$ cat src/rtl/rv32i_pkg.sv
// Shared RV32I branch decode constants and the B-type immediate sign-extension helper.
package rv32i_pkg;

    localparam logic [6:0] OP_BRANCH = 7'b1100011;

    localparam logic [2:0] F3_BEQ  = 3'b000;
    localparam logic [2:0] F3_BNE  = 3'b001;
    localparam logic [2:0] F3_BLT  = 3'b100;
    localparam logic [2:0] F3_BGE  = 3'b101;
    localparam logic [2:0] F3_BLTU = 3'b110;
    localparam logic [2:0] F3_BGEU = 3'b111;

    // Decoder packs imm12..imm1 into bits [11:0]; bit 0 of the byte offset is implicit zero.
    function automatic logic [31:0] b_imm_sext(input logic [11:0] imm);
        return {{19{imm[11]}}, imm, 1'b0};
    endfunction

endpackage

$ cat src/rtl/branch_exec_unit_if.sv
// Upstream (decode/regread) and downstream (redirect/commit) handshake bundle for the branch unit.
interface branch_exec_unit_if #(
    parameter int XLEN  = 32,
    parameter int CNT_W = 32
) ();
    logic             flush;
    logic             in_valid;
    logic             in_ready;
    logic [XLEN-1:0]  in_pc;
    logic [6:0]       in_op;
    logic [2:0]       in_funct3;
    logic [19:0]      in_imm;
    logic [XLEN-1:0]  in_rs1_val;
    logic [XLEN-1:0]  in_rs2_val;
    logic             out_valid;
    logic             out_ready;
    logic             out_taken;
    logic [XLEN-1:0]  out_target;
    logic [XLEN-1:0]  out_next_pc;
    logic             out_illegal;
    logic             out_misaligned;
    logic [CNT_W-1:0] cnt_branches;
    logic [CNT_W-1:0] cnt_taken;

    modport slave (
        input  flush, in_valid, in_pc, in_op, in_funct3, in_imm, in_rs1_val, in_rs2_val, out_ready,
        output in_ready, out_valid, out_taken, out_target, out_next_pc, out_illegal, out_misaligned,
               cnt_branches, cnt_taken
    );

    modport master (
        output flush, in_valid, in_pc, in_op, in_funct3, in_imm, in_rs1_val, in_rs2_val, out_ready,
        input  in_ready, out_valid, out_taken, out_target, out_next_pc, out_illegal, out_misaligned,
               cnt_branches, cnt_taken
    );
endinterface

$ cat src/rtl/branch_cmp.sv
// Combinational funct3 comparator: resolves the branch condition and flags reserved funct3 codes.
module branch_cmp
    import rv32i_pkg::*;
#(
    parameter int XLEN = 32
) (
    input  logic [2:0]      i_funct3,
    input  logic [XLEN-1:0] i_rs1,
    input  logic [XLEN-1:0] i_rs2,
    output logic            o_taken,
    output logic            o_illegal_f3
);
    logic signed [XLEN-1:0] w_rs1_s;
    logic signed [XLEN-1:0] w_rs2_s;

    assign w_rs1_s = i_rs1;
    assign w_rs2_s = i_rs2;

    always_comb begin
        o_taken      = 1'b0;
        o_illegal_f3 = 1'b0;
        unique case (i_funct3)
            F3_BEQ:  o_taken = (i_rs1 == i_rs2);
            F3_BNE:  o_taken = (i_rs1 != i_rs2);
            F3_BLT:  o_taken = (w_rs1_s <  w_rs2_s);
            F3_BGE:  o_taken = (w_rs1_s >= w_rs2_s);
            F3_BLTU: o_taken = (i_rs1 <  i_rs2);
            F3_BGEU: o_taken = (i_rs1 >= i_rs2);
            default: o_illegal_f3 = 1'b1;
        endcase
    end
endmodule

$ cat src/rtl/branch_exec_unit.sv
// Two-stage branch resolution pipeline: operand capture, then compare/target/flags, with
// valid/ready backpressure, flush, and saturating retire statistics.
module branch_exec_unit
    import rv32i_pkg::*;
#(
    parameter int CNT_W = 32,
    parameter int XLEN  = 32
) (
    input logic                clk,
    input logic                rst,
    branch_exec_unit_if.slave  bus
);
    logic             r_vld_p1;
    logic [XLEN-1:0]  r_pc_p1;
    logic [6:0]       r_op_p1;
    logic [2:0]       r_f3_p1;
    logic [XLEN-1:0]  r_off_p1;
    logic [XLEN-1:0]  r_rs1_p1;
    logic [XLEN-1:0]  r_rs2_p1;

    logic             r_vld_p2;
    logic             r_taken_p2;
    logic [XLEN-1:0]  r_target_p2;
    logic [XLEN-1:0]  r_next_pc_p2;
    logic             r_illegal_p2;
    logic             r_misaligned_p2;

    logic [CNT_W-1:0] r_cnt_branches;
    logic [CNT_W-1:0] r_cnt_taken;

    logic             w_s2_adv;
    logic             w_s1_adv;
    logic             w_in_ready;
    logic             w_accept;
    logic             w_retire;
    logic             w_cmp_taken;
    logic             w_illegal_f3;
    logic             w_illegal;
    logic             w_taken;
    logic [XLEN-1:0]  w_target;
    logic [XLEN-1:0]  w_pc_plus4;

    function automatic logic [CNT_W-1:0] sat_inc(input logic [CNT_W-1:0] v);
        return (&v) ? v : v + 1'b1;
    endfunction

    assign w_s2_adv   = !r_vld_p2 || bus.out_ready;
    assign w_s1_adv   = r_vld_p1 && w_s2_adv;
    // Flush blocks capture so nothing new enters while in-flight entries are being killed.
    assign w_in_ready = (!r_vld_p1 || w_s2_adv) && !bus.flush;
    assign w_accept   = bus.in_valid && w_in_ready;
    assign w_retire   = r_vld_p2 && bus.out_ready && !r_illegal_p2;

    // ---- stage 1: operand capture ----
    always_ff @(posedge clk) begin
        if (rst || bus.flush) begin
            r_vld_p1 <= 1'b0;
        end else if (w_accept) begin
            r_vld_p1 <= 1'b1;
        end else if (w_s1_adv) begin
            r_vld_p1 <= 1'b0;
        end
    end

    always_ff @(posedge clk) begin
        if (w_accept) begin
            r_pc_p1  <= bus.in_pc;
            r_op_p1  <= bus.in_op;
            r_f3_p1  <= bus.in_funct3;
            r_off_p1 <= b_imm_sext(bus.in_imm[11:0]);
            r_rs1_p1 <= bus.in_rs1_val;
            r_rs2_p1 <= bus.in_rs2_val;
        end
    end

    branch_cmp #(.XLEN(XLEN)) u_cmp (
        .i_funct3     (r_f3_p1),
        .i_rs1        (r_rs1_p1),
        .i_rs2        (r_rs2_p1),
        .o_taken      (w_cmp_taken),
        .o_illegal_f3 (w_illegal_f3)
    );

    assign w_illegal  = (r_op_p1 != OP_BRANCH) || w_illegal_f3;
    assign w_taken    = w_cmp_taken && !w_illegal;
    assign w_target   = r_pc_p1 + r_off_p1;
    assign w_pc_plus4 = r_pc_p1 + XLEN'(4);

    // ---- stage 2: resolved result ----
    always_ff @(posedge clk) begin
        if (rst) begin
            r_vld_p2        <= 1'b0;
            r_taken_p2      <= 1'b0;
            r_target_p2     <= '0;
            r_next_pc_p2    <= '0;
            r_illegal_p2    <= 1'b0;
            r_misaligned_p2 <= 1'b0;
        end else if (bus.flush) begin
            r_vld_p2 <= 1'b0;
        end else if (w_s2_adv) begin
            r_vld_p2 <= r_vld_p1;
            if (r_vld_p1) begin
                r_taken_p2      <= w_taken;
                r_target_p2     <= w_target;
                r_next_pc_p2    <= w_taken ? w_target : w_pc_plus4;
                r_illegal_p2    <= w_illegal;
                r_misaligned_p2 <= w_taken && (w_target[1:0] != 2'b00);
            end
        end
    end

    always_ff @(posedge clk) begin
        if (rst) begin
            r_cnt_branches <= '0;
            r_cnt_taken    <= '0;
        end else if (w_retire) begin
            r_cnt_branches <= sat_inc(r_cnt_branches);
            if (r_taken_p2) begin
                r_cnt_taken <= sat_inc(r_cnt_taken);
            end
        end
    end

    assign bus.in_ready       = w_in_ready;
    assign bus.out_valid      = r_vld_p2;
    assign bus.out_taken      = r_taken_p2;
    assign bus.out_target     = r_target_p2;
    assign bus.out_next_pc    = r_next_pc_p2;
    assign bus.out_illegal    = r_illegal_p2;
    assign bus.out_misaligned = r_misaligned_p2;
    assign bus.cnt_branches   = r_cnt_branches;
    assign bus.cnt_taken      = r_cnt_taken;
endmodule

$ cat src/flat_wrapper.sv
// flat-port wrapper written by rule: the top's interface ports become plain ports
module branch_exec_unit_flat import rv32i_pkg::*;
#(
    parameter int CNT_W = 32,
    parameter int XLEN  = 32
)
  (clk, rst, bus_flush, bus_in_valid, bus_in_pc, bus_in_op, bus_in_funct3, bus_in_imm, bus_in_rs1_val, bus_in_rs2_val, bus_out_ready, bus_in_ready, bus_out_valid, bus_out_taken, bus_out_target, bus_out_next_pc, bus_out_illegal, bus_out_misaligned, bus_cnt_branches, bus_cnt_taken);
  branch_exec_unit_if #(.XLEN(XLEN), .CNT_W(CNT_W)) bus_i ();
  input logic clk;
  input logic rst;
  input wire logic [$bits(bus_i.flush)-1:0] bus_flush;
  input wire logic [$bits(bus_i.in_valid)-1:0] bus_in_valid;
  input wire logic [$bits(bus_i.in_pc)-1:0] bus_in_pc;
  input wire logic [$bits(bus_i.in_op)-1:0] bus_in_op;
  input wire logic [$bits(bus_i.in_funct3)-1:0] bus_in_funct3;
  input wire logic [$bits(bus_i.in_imm)-1:0] bus_in_imm;
  input wire logic [$bits(bus_i.in_rs1_val)-1:0] bus_in_rs1_val;
  input wire logic [$bits(bus_i.in_rs2_val)-1:0] bus_in_rs2_val;
  input wire logic [$bits(bus_i.out_ready)-1:0] bus_out_ready;
  output wire logic [$bits(bus_i.in_ready)-1:0] bus_in_ready;
  output wire logic [$bits(bus_i.out_valid)-1:0] bus_out_valid;
  output wire logic [$bits(bus_i.out_taken)-1:0] bus_out_taken;
  output wire logic [$bits(bus_i.out_target)-1:0] bus_out_target;
  output wire logic [$bits(bus_i.out_next_pc)-1:0] bus_out_next_pc;
  output wire logic [$bits(bus_i.out_illegal)-1:0] bus_out_illegal;
  output wire logic [$bits(bus_i.out_misaligned)-1:0] bus_out_misaligned;
  output wire logic [$bits(bus_i.cnt_branches)-1:0] bus_cnt_branches;
  output wire logic [$bits(bus_i.cnt_taken)-1:0] bus_cnt_taken;
  assign bus_i.flush = bus_flush;
  assign bus_i.in_valid = bus_in_valid;
  assign bus_i.in_pc = bus_in_pc;
  assign bus_i.in_op = bus_in_op;
  assign bus_i.in_funct3 = bus_in_funct3;
  assign bus_i.in_imm = bus_in_imm;
  assign bus_i.in_rs1_val = bus_in_rs1_val;
  assign bus_i.in_rs2_val = bus_in_rs2_val;
  assign bus_i.out_ready = bus_out_ready;
  assign bus_in_ready = bus_i.in_ready;
  assign bus_out_valid = bus_i.out_valid;
  assign bus_out_taken = bus_i.out_taken;
  assign bus_out_target = bus_i.out_target;
  assign bus_out_next_pc = bus_i.out_next_pc;
  assign bus_out_illegal = bus_i.out_illegal;
  assign bus_out_misaligned = bus_i.out_misaligned;
  assign bus_cnt_branches = bus_i.cnt_branches;
  assign bus_cnt_taken = bus_i.cnt_taken;
  branch_exec_unit #(.CNT_W(CNT_W), .XLEN(XLEN)) u_core (.clk(clk), .rst(rst), .bus(bus_i));
endmodule
$ cat config.mk
export PLATFORM = sky130hd
export DESIGN_NAME = branch_exec_unit_flat
export DESIGN_NICKNAME = d
export VERILOG_FILES = /design/src/rtl/rv32i_pkg.sv /design/src/rtl/branch_exec_unit_if.sv /design/src/rtl/branch_cmp.sv /design/src/rtl/branch_exec_unit.sv /design/src/flat_wrapper.sv
export SDC_FILE = /design/constraint.sdc
export NUM_CORES = 1
export LEC_CHECK = 0
export BUFFER_PORTS_ARGS = -buffer_cell sky130_fd_sc_hd__buf_2
export CAP_MARGIN = 5
export CORE_ASPECT_RATIO = 2
export CORE_MARGIN = 3
export CORE_UTILIZATION = 45
export CTS_CLUSTER_SIZE = 10
export DETAILED_ROUTE_END_ITERATION = 10
export PLACE_DENSITY = 0.68
export REMOVE_ABC_BUFFERS = 1
export SLEW_MARGIN = 10
export SYNTH_ARGS = -nofsm -noshare
export SYNTH_HDL_FRONTEND = slang
export SYNTH_HIERARCHICAL = 1
export SYNTH_SLANG_ARGS = --single-unit
$ cat constraint.sdc
create_clock -name clk -period 8.6 [get_ports clk]
set_clock_uncertainty 0.15 [all_clocks]
set_input_delay 1.72 -clock clk [delete_from_list [all_inputs] [get_ports clk]]
set_output_delay 1.72 -clock clk [all_outputs]
set_load 0.01 [all_outputs]
# Yosys cells after proc, flatten, opt, wreduce, memory -nomap -nowiden
# Index checks and enable logic that the tools add are counted.
totals:
  elab_cells: 65
  register_bits: 251
op_classes:
  addsub: 4
  n_reduce_logical: 26
  n_eq_ne: 8
  order_cmp: 4
  muxes: 5
  n_bitwise: 3
op_table:
  columns: ["operator", "count"]
  rows:
  - ["32-bit by 1-bit adder with 32-bit output, second input constant", 2]
  - ["32-bit >= comparator", 2]
  - ["32-bit less-than comparator", 2]
  - ["32-bit AND reduction", 2]
  - ["32-bit by 3-bit adder with 32-bit output, second input constant", 1]
  - ["32-bit adder", 1]
  - ["32-bit == test", 1]
  - ["32-bit two-way mux", 1]
  - ["32-bit != test", 1]
  - ["3-bit == test, second input constant", 4]
  - ["1-bit logical AND", 7]
  - ["7-bit != test, second input constant", 1]
  - ["1-bit case mux with 6 select lines", 1]
  - ["3-bit AND reduction", 2]
  - ["6-bit OR reduction", 1]
  - ["1-bit zero test", 5]
  - ["1-bit logical OR", 4]
  - ["2-bit nonzero test", 2]
  - ["3-bit by 1-bit == test with 1-bit output, second input constant", 1]
  - ["3-bit zero test", 1]
  - ["1-bit two-way mux", 3]
  - ["1-bit inverter", 3]
  - ["2-bit AND reduction", 1]
  - ["2-bit OR reduction", 1]

# Depth between registers and ports, before layout
# Gate-level depths: netlist (run 1).
depth:
  ltp_word: 7
  ltp_mapped: 15
  mapped_depth_nobuf: 14

# Modules after synthesis
# Netlist (run 1), hierarchy kept.
modules_own_cells:
  columns: ["mod", "cells_each", "seq_area_each_um2", "n_inst", "area_per_inst_um2"]
  rows:
  - ["branch_exec_unit", 1132, 6185.9, 1, 11305.8]
  - ["branch_cmp", 129, 0.0, 1, 929.6]

# Worst setup path before layout (run 1)
# OpenSTA, ideal clock, no wires.
synth_timing:
  path_type: "input-to-reg"
  from: "in bus_out_ready"
  to: "reg u_core.r_f3_p1[0] (enable)"
  arrival_time_ps: 4832
  setup_slack_ps: 3127
  path_stages: 3
  path_cell_list: "nor2b_1 a21oi_1 and2_1"
synth_via:
  elab_chain_cells: 4
synth_rtl:
  columns: ["item", "line_no", "text"]
  rows:
  - ["start, declared", "flat_wrapper.sv:19", "input wire logic [$bits(bus_i.out_ready)-1:0] bus_out_ready;"]
  - ["1-bit logical OR", "branch_exec_unit.sv:47", "assign w_s2_adv = !r_vld_p2 || bus.out_ready;"]
  - ["1-bit logical OR", "branch_exec_unit.sv:50", "assign w_in_ready = (!r_vld_p1 || w_s2_adv) && !bus.flush;"]
  - ["1-bit logical AND", "branch_exec_unit.sv:50", null]
  - ["net bus_in_ready", "flat_wrapper.sv:20", "output wire logic [$bits(bus_i.in_ready)-1:0] bus_in_ready;"]
  - ["1-bit logical AND", "branch_exec_unit.sv:51", "assign w_accept = bus.in_valid && w_in_ready;"]
  - ["net u_core.w_accept", "branch_exec_unit.sv:34", "logic w_accept;"]
  - ["end signal, assigned", "branch_exec_unit.sv:69", "r_f3_p1 <= bus.in_funct3;"]
  - ["end, declared", "branch_exec_unit.sv:16", "logic [2:0] r_f3_p1;"]
# The timed path passes the listed nets, and every way through them passes these cells.
# A chain may end at the register's enable or synchronous reset.

# Worst setup path in the final report (run 1)
layout_timing:
  from: "in bus_out_ready"
  to: "out bus_in_ready"
layout_via:
  elab_chain_cells: 3
layout_rtl:
  columns: ["item", "line_no"]
  rows:
  - ["1-bit logical OR", "branch_exec_unit.sv:47"]
  - ["1-bit logical OR", "branch_exec_unit.sv:50"]
  - ["1-bit logical AND", "branch_exec_unit.sv:50"]
  - ["end, declared", "flat_wrapper.sv:20"]
# No other way between the ends.

==> flow_metrics.py, run 1 <==
metrics = {
    "yosys": {
        "synth.top_cell.area_share_pct": 29.0,
        "synth.area.top_cells": "edfxtp_1 (29%), dfxtp_1 (22%), ha_1 (6.6%), a21oi_1 (4.9%), nand2_1 (4.7%)",
        "ys_seq_elements": 250,
        "yosysSeqAreaShare_pct": 50.6,
        "ys_async_sr_fraction_pct": 0,
        "synth_ff_type": "dfxtp_1",
        "yosys.area.top_type": "edfxtp_1",
        "synth_area_per_cell_um2": 9.70,
        "netlist_instances": 1261,
        "synth_edf_count": 118,
        "yosys_warnings": 6,
        "netlist_area_um2": 12200,
        "synth_cell_types": 73,
    },
    "sta": {
        "hold_viol": 0,
        "slew_violations": 0,
        "layout_min_cycle_time_ps": 4330,
        "max_slew_margin_pct": 25.2,
        "rsz0062_at_grt": "false",
        "worst-slew-pin-transition_ps": 1120,
        "fmax_mhz": 231,
        "fin_crit_sh_pct": 50.4,
        "setup_viol": 0,
        "setup_ws_ps": 4270,
        "timing.setup.tns_ps": 0,
    },
    "floorplanning": {
        "die_w_um": 123,
        "ios": 264,
        "coreArea_um2": 26500,
        "start_util_pct": 46.2,
        "fp.dieArea_um2": 29300,
        "fp.dieH_um": 239,
        "rows": 84,
    },
    "route": {
        "via_count": 10100,
        "drtIter0Drc": 419,
        "avgViaCountPerCell": 5.45,
        "wire_per_inst_um": 17.2,
        "drt_pass1_iterations": 5,
        "drc": 0,
        "postRouteAntennaNets": 0,
        "wl_um": 32000,
    },
    "power": {
        "ir_drop_uv": 167,
        "leakagePower_nw": 5.98,
        "p_per_area_nw_per_um2": 189,
        "p_total_mw": 2.76,
    },
    "cells_and_area": {
        "n_antenna_cell": 0,
        "final_cells": 1861,
        "drive_gt1_share_pct": 20.7,
        "fillers": 2455,
        "fin_nets": 1698,
        "area_growth_pct": 19.4,
    },
    "clock_network": {
        "clkSinkCount": 250,
        "cts-resized-gates": 0,
        "htree_levels": 1,
        "cts_tree": "yes",
        "cts_hold_buf": 0,
        "path_clk_slew_ps": 50,
        "clock_path_buffers": 3,
        "worstSkewPairLatency_ps": 560,
        "cts_made_buffers": 29,
        "cts_root_buffer": "clkbuf_16",
        "cts_setup_buffers": 0,
    },
    "grt": {
        "antenna_found_initial": 1,
        "grt_pass1_vias": 10100,
        "grt_max_degree": 94,
        "grt_usage_pct": 21.2,
        "grt_pass1_wl_um": 49600,
        "grt_overflow_total": 0,
    },
    "placed_design": {
        "dpl_worst_slack_ps": 4290,
        "dp.cells": 1814,
        "port_buffers": 255,
        "gp_congestion": 0.949,
        "dp_hpwl_um": 24600,
    },
    "worst_setup_path": {
        "path_max_fanout": 5,
        "cp.arrival_ps": 2460,
        "cp-end-kind": "primary output",
        "critical_path_class": "in -> out",
        "cp_data_required_time_ps": 6730,
        "start_kind": "primary input",
    },
    "worst_hold_path": {
        "hp-class": "reg -> reg",
    },
    "outcome": {
        "status": "finished clean",
    },
    "run": {
        "cap_violations": 0,
    },
}
[registers in the layout, summed over array words and instances, names as in the netlist, 12 cells and up]
signal	cells
u_core/r_off_p1	12
u_core/bus.out_target	32
u_core/r_pc_p1	32
u_core/r_rs2_p1	32
u_core/bus.out_next_pc	31
u_core/r_rs1_p1	32
u_core/bus.cnt_taken	32
u_core/bus.cnt_branches	32
[cells by family (layout without fill, tap and decap cells)]
logic type | after synthesis | count (layout) | synth area share, %
flops | 250 | 250 | 50.6
buf+inv | 101 | 357 | 3.20
fa+ha+maj | 66 | 66 | 6.81
mux | 1 | 1 | 0.0818
compound gates | 272 | 272 | 13.4
simple gates | 473 | 473 | 18.9
xor+xnor | 98 | 98 | 7.02
[path summary, 6_finish.rpt]
kind	depth (start not counted)	to	from	slack [ps]
worst min register to register	2	u_core/bus.out_next_pc[23]	u_core/bus.out_next_pc[23]	300
worst min-delay path	2	u_core/bus.out_next_pc[23]	u_core/bus.out_next_pc[23]	300
worst max-delay path	4	bus_in_ready	bus_out_ready	4270
worst max register to register	9	u_core/bus.out_next_pc[31]	u_core/r_off_p1[12]	4610
[critical path, stage by stage]
cell     delay (ps)
buf_2           110
nor2b_1         300
a21oi_1         170
buf_2           160
[cell usage in the layout, fill, tap and decap left out, drive strengths merged, types with 4 or more instances in the layout]
master / Yosys / final
nor4: 9 / 9
o211ai: 15 / 15
a221oi: 6 / 6
xor2: 54 / 54
and2: 7 / 7
nand2: 155 / 155
buf: 6 / 261
a31o: 4 / 4
a21boi: 5 / 5
inv: 49 / 50
nand3: 48 / 48
and3: 17 / 17
or3: 18 / 18
o21a: 4 / 4
o21ai: 56 / 56
a211oi: 10 / 10
nor3: 25 / 25
a31oi: 9 / 9
clkbuf: 46 / 45
nor2: 112 / 112
dfxtp: 132 / 132
nand4: 51 / 51
nor2b: 5 / 5
and4: 9 / 9
a22oi: 5 / 5
xnor2: 44 / 44
ha: 65 / 65
nand2b: 4 / 4
a21o: 6 / 6
edfxtp: 118 / 118
a21oi: 121 / 121
[synthesized netlist by cell type, types with 24 or more instances]
cell        n
a21oi_1   121
clkbuf_1   46
dfxtp_1   132
edfxtp_1  118
ha_1       65
inv_1      49
nand2_1   154
nand3_1    48
nand4_1    49
nor2_1    112
nor3_1     24
o21ai_0    56
xnor2_1    44
xor2_1     54
[where the power goes]
group          internal (mW)  switching [mW]
registers               1.30          0.0286
clock network          0.633           0.450
logic                  0.136           0.211
[final cells by class]
| type | instances | area, µm² | share of cell area, % |
|---|---|---|---|
| clock inverters | 2 | 13.8 | 0.0942 |
| clock buffers | 45 | 806 | 5.52 |
| flip-flops and latches | 250 | 6190 | 42.3 |
| well taps | 344 | 430 | 2.95 |
| inverters | 49 | 184 | 1.26 |
| repair buffers | 261 | 1320 | 9.06 |
| multi-input cells | 910 | 5670 | 38.8 |
[layer usage]
layer / vias up / GRT usage [%] / wire (µm)
li1: 5038 / - / -
met2: 344 / 41.9 / 17500
met4: 2 / 9.52 / 1420
met5: - / 0 / 7
met1: 4673 / 20.4 / 10700
met3: 78 / 4.18 / 2350
[per-stage QoR]
| step | hold WS [ps] | instance area, µm² | util [%] |
|---|---|---|---|
| after floorplan | 320 | 12000 | - |
| after global placement | 287 | 13800 | 52.1 |
| after detailed placement | 292 | 13800 | 52.1 |
| after CTS | 300 | 14600 | 55.2 |
| after global routing | 317 | 14600 | 55.2 |
| final | 298 | 14600 | 55.2 |
No activity file was read; power rests on OpenSTA's default activity.
==> run 2, diff against run 1 <==
ABC_AREA = 1   (was not set)
PLACE_DENSITY = 0.7   (was 0.68)
clock period = 3.9 ns   (was 8.6 ns; I/O delays follow)
==> flow_metrics.py, run 2 <==
metrics = {
    "floorplanning": {
        "die_w_um": 130,
        "fp.dieH_um": 254,
        "coreArea_um2": 30300,
        "fp.dieArea_um2": 33100,
        "rows": 90,
        "ios": 264,
        "start_util_pct": 45.8,
    },
    "placed_design": {
        "dp.cells": 2412,
        "dp_hpwl_um": 32700,
        "gp_congestion": 0.960,
        "postPlaceCellArea_um2": 15600,
        "port_buffers": 255,
    },
    "worst_setup_path": {
        "cp-end-kind": "flop",
        "crit_family": "simple AND/OR/NAND/NOR gates",
        "start_kind": "flop",
        "cp_data_required_time_ps": 4260,
        "reg2regPathDepth": 21,
        "ff2ff_setup_slack_ps": 650,
        "critPathSlowestCell": "edfxtp_1",
        "path_cells": "ha_1, nand2_1, inv_1, a21oi_1, nand3_1, nand2_1, nand2_1, nand2_1, nand3_1, nand2_1, inv_1, nor2_1, nand3_1, nand3_1, nand2_1, inv_1, buf_4, nand2_1, o21ai_0, a21oi_1, nor2_1",
        "cp.arrival_ps": 3610,
        "r2r_end": "u_core/bus.out_next_pc[9]",
        "slowest_delay_ps": 370,
        "r2r-start": "u_core/r_rs1_p1[7]",
        "critical_path_class": "reg -> reg",
        "path_max_fanout": 9,
        "crit_top_cell": "nand2_1",
        "path_buf_inv": 4,
    },
    "grt": {
        "grt_usage_pct": 24.9,
        "grt_pass1_wl_um": 64200,
        "grt_overflow_total": 0,
        "antenna_found_initial": 0,
        "grt_pass1_vias": 12800,
        "grt_max_degree": 59,
    },
    "yosys": {
        "synth_cell_types": 50,
        "yosys.area.top_type": "edfxtp_1",
        "synth_area_per_cell_um2": 7.66,
        "yosysSeqAreaShare_pct": 44.6,
        "synth_most_common_cell": "nand2_1",
        "netlist_instances": 1811,
        "synth_ff_type": "dfxtp_1",
        "synth.area.top_cells": "edfxtp_1 (26%), dfxtp_1 (19%), nand2_1 (13%), inv_1 (6.7%), ha_1 (5.9%)",
        "synth.top_cell.area_share_pct": 25.5,
        "synth_commonest_cells": "nand2_1 (482), inv_1 (246), nor2_1 (199)",
        "ys_seq_elements": 250,
        "synth_edf_count": 118,
        "yosys_warnings": 6,
        "ys_async_sr_fraction_pct": 0,
        "netlist_area_um2": 13900,
    },
    "cells_and_area": {
        "final_core_util_pct": 54.3,
        "final_area_um2": 16400,
        "n_antenna_cell": 0,
        "final_cells": 2462,
        "drive_gt1_share_pct": 16.4,
        "fin_nets": 2272,
        "layout_commonest_cell": "nand2_1",
        "area_growth_pct": 18.5,
        "final_cell_mix": "nand2_1 (482), buf_2 (255), inv_1 (246), nor2_1 (198), dfxtp_1 (132)",
        "fillers": 2877,
    },
    "power": {
        "ir_drop_uv": 445,
        "intPower_mw": 4.53,
        "combPwrFrac_pct": 9.8,
        "p_per_area_nw_per_um2": 365,
        "p_total_mw": 6.00,
        "switchingPower_mw": 1.47,
        "seqPwrFrac_pct": 48.0,
        "swShare_pct": 24.5,
        "clkPwrFrac_pct": 42.2,
        "leakagePower_nw": 7.63,
    },
    "clock_network": {
        "cts_made_buffers": 29,
        "htree_levels": 1,
        "cts_setup_buffers": 0,
        "clock_path_buffers": 3,
        "cts_tree": "yes",
        "path_clk_slew_ps": 60,
        "clkSinkCount": 250,
        "cts-resized-gates": 0,
        "worstSkewPairLatency_ps": 570,
        "cts_hold_buf": 0,
        "cts_root_buffer": "clkbuf_16",
    },
    "worst_hold_path": {
        "min_from": "bus_in_rs2_val[7]",
        "hp-class": "in -> reg",
        "whs_path_depth": 1,
        "whs_endpoint": "u_core/r_rs2_p1[7]",
    },
    "sta": {
        "layout_min_cycle_time_ps": 3250,
        "hold_viol": 0,
        "worst-slew-pin-transition_ps": 989,
        "timing.setup.tns_ps": 0,
        "setup_viol": 0,
        "fmax_mhz": 307,
        "slew_violations": 0,
        "fin_crit_sh_pct": 83.4,
        "max_slew_margin_pct": 33.6,
        "rsz0062_at_grt": "false",
    },
    "route": {
        "wire_per_inst_um": 17.1,
        "wl_um": 42200,
        "avgViaCountPerCell": 5.27,
        "drt_pass1_iterations": 7,
        "postRouteAntennaNets": 0,
        "drc": 0,
        "via_count": 13000,
        "drtIter0Drc": 642,
    },
    "outcome": {
        "status": "finished clean",
    },
    "run": {
        "cap_violations": 0,
    },
}
## run 2: final cells by class
type	instances	area [µm²]	share of cell area, %
clock buffer	48	817	4.97
multi-input combinational	1270	6530	39.7
timing repair buffer	275	1460	8.90
clock inverter	2	50.0	0.304
sequential	250	6190	37.6
tap	368	460	2.80
inverter	249	937	5.70
## run 2: metrics by stage
step / hold slack (ps) / worst slack (ps)
global route: 213 / 441
global placement: 302 / 747
detailed placement: 315 / 657
finish: 231 / 645
CTS: 202 / 647
floorplan: 304 / -2800
## run 2: kinds of logic (layout without fill, tap and decap cells)
family	count (synthesis)	in the layout	share of synthesized area [%]
fa+ha+maj	66	66	6.01
flops	250	250	44.6
xor+xnor	56	56	3.53
buf+inv	291	574	8.42
compound gates	244	244	9.79
simple gates	904	904	27.7
## run 2: power groups by stage
| stage | clock network, mW | registers [mW] | logic (mW) |
|---|---|---|---|
| global placement | 0 | 2.93 | 0.572 |
| detailed placement | 0 | 2.93 | 0.583 |
| global route | 2.70 | 2.89 | 0.664 |
| CTS | 2.61 | 2.88 | 0.586 |
| floorplan | 0 | 2.94 | 0.338 |
| finish | 2.53 | 2.88 | 0.587 |
## run 2: metal layers
layer	wire (µm)	track usage (%)
met1	13700	22.9
met2	23200	48.9
met3	2610	4.17
met4	2720	14.9
met5	0	0
## run 2: how the worst max path moves through the flow
stage / startpoint / to / slack (ps) / cells after the start
floorplan: bus_out_ready / u_core/r_f3_p1[0] / -2800 / 6
global placement: u_core/r_rs1_p1[7] / u_core/bus.out_next_pc[9] / 750 / 21
detailed placement: u_core/r_rs1_p1[7] / u_core/bus.out_next_pc[9] / 660 / 21
CTS: u_core/r_rs1_p1[7] / u_core/bus.out_next_pc[9] / 650 / 21
global route: u_core/r_rs1_p1[7] / u_core/bus.out_next_pc[31] / 440 / 20
finish: u_core/r_rs1_p1[7] / u_core/bus.out_next_pc[9] / 650 / 21
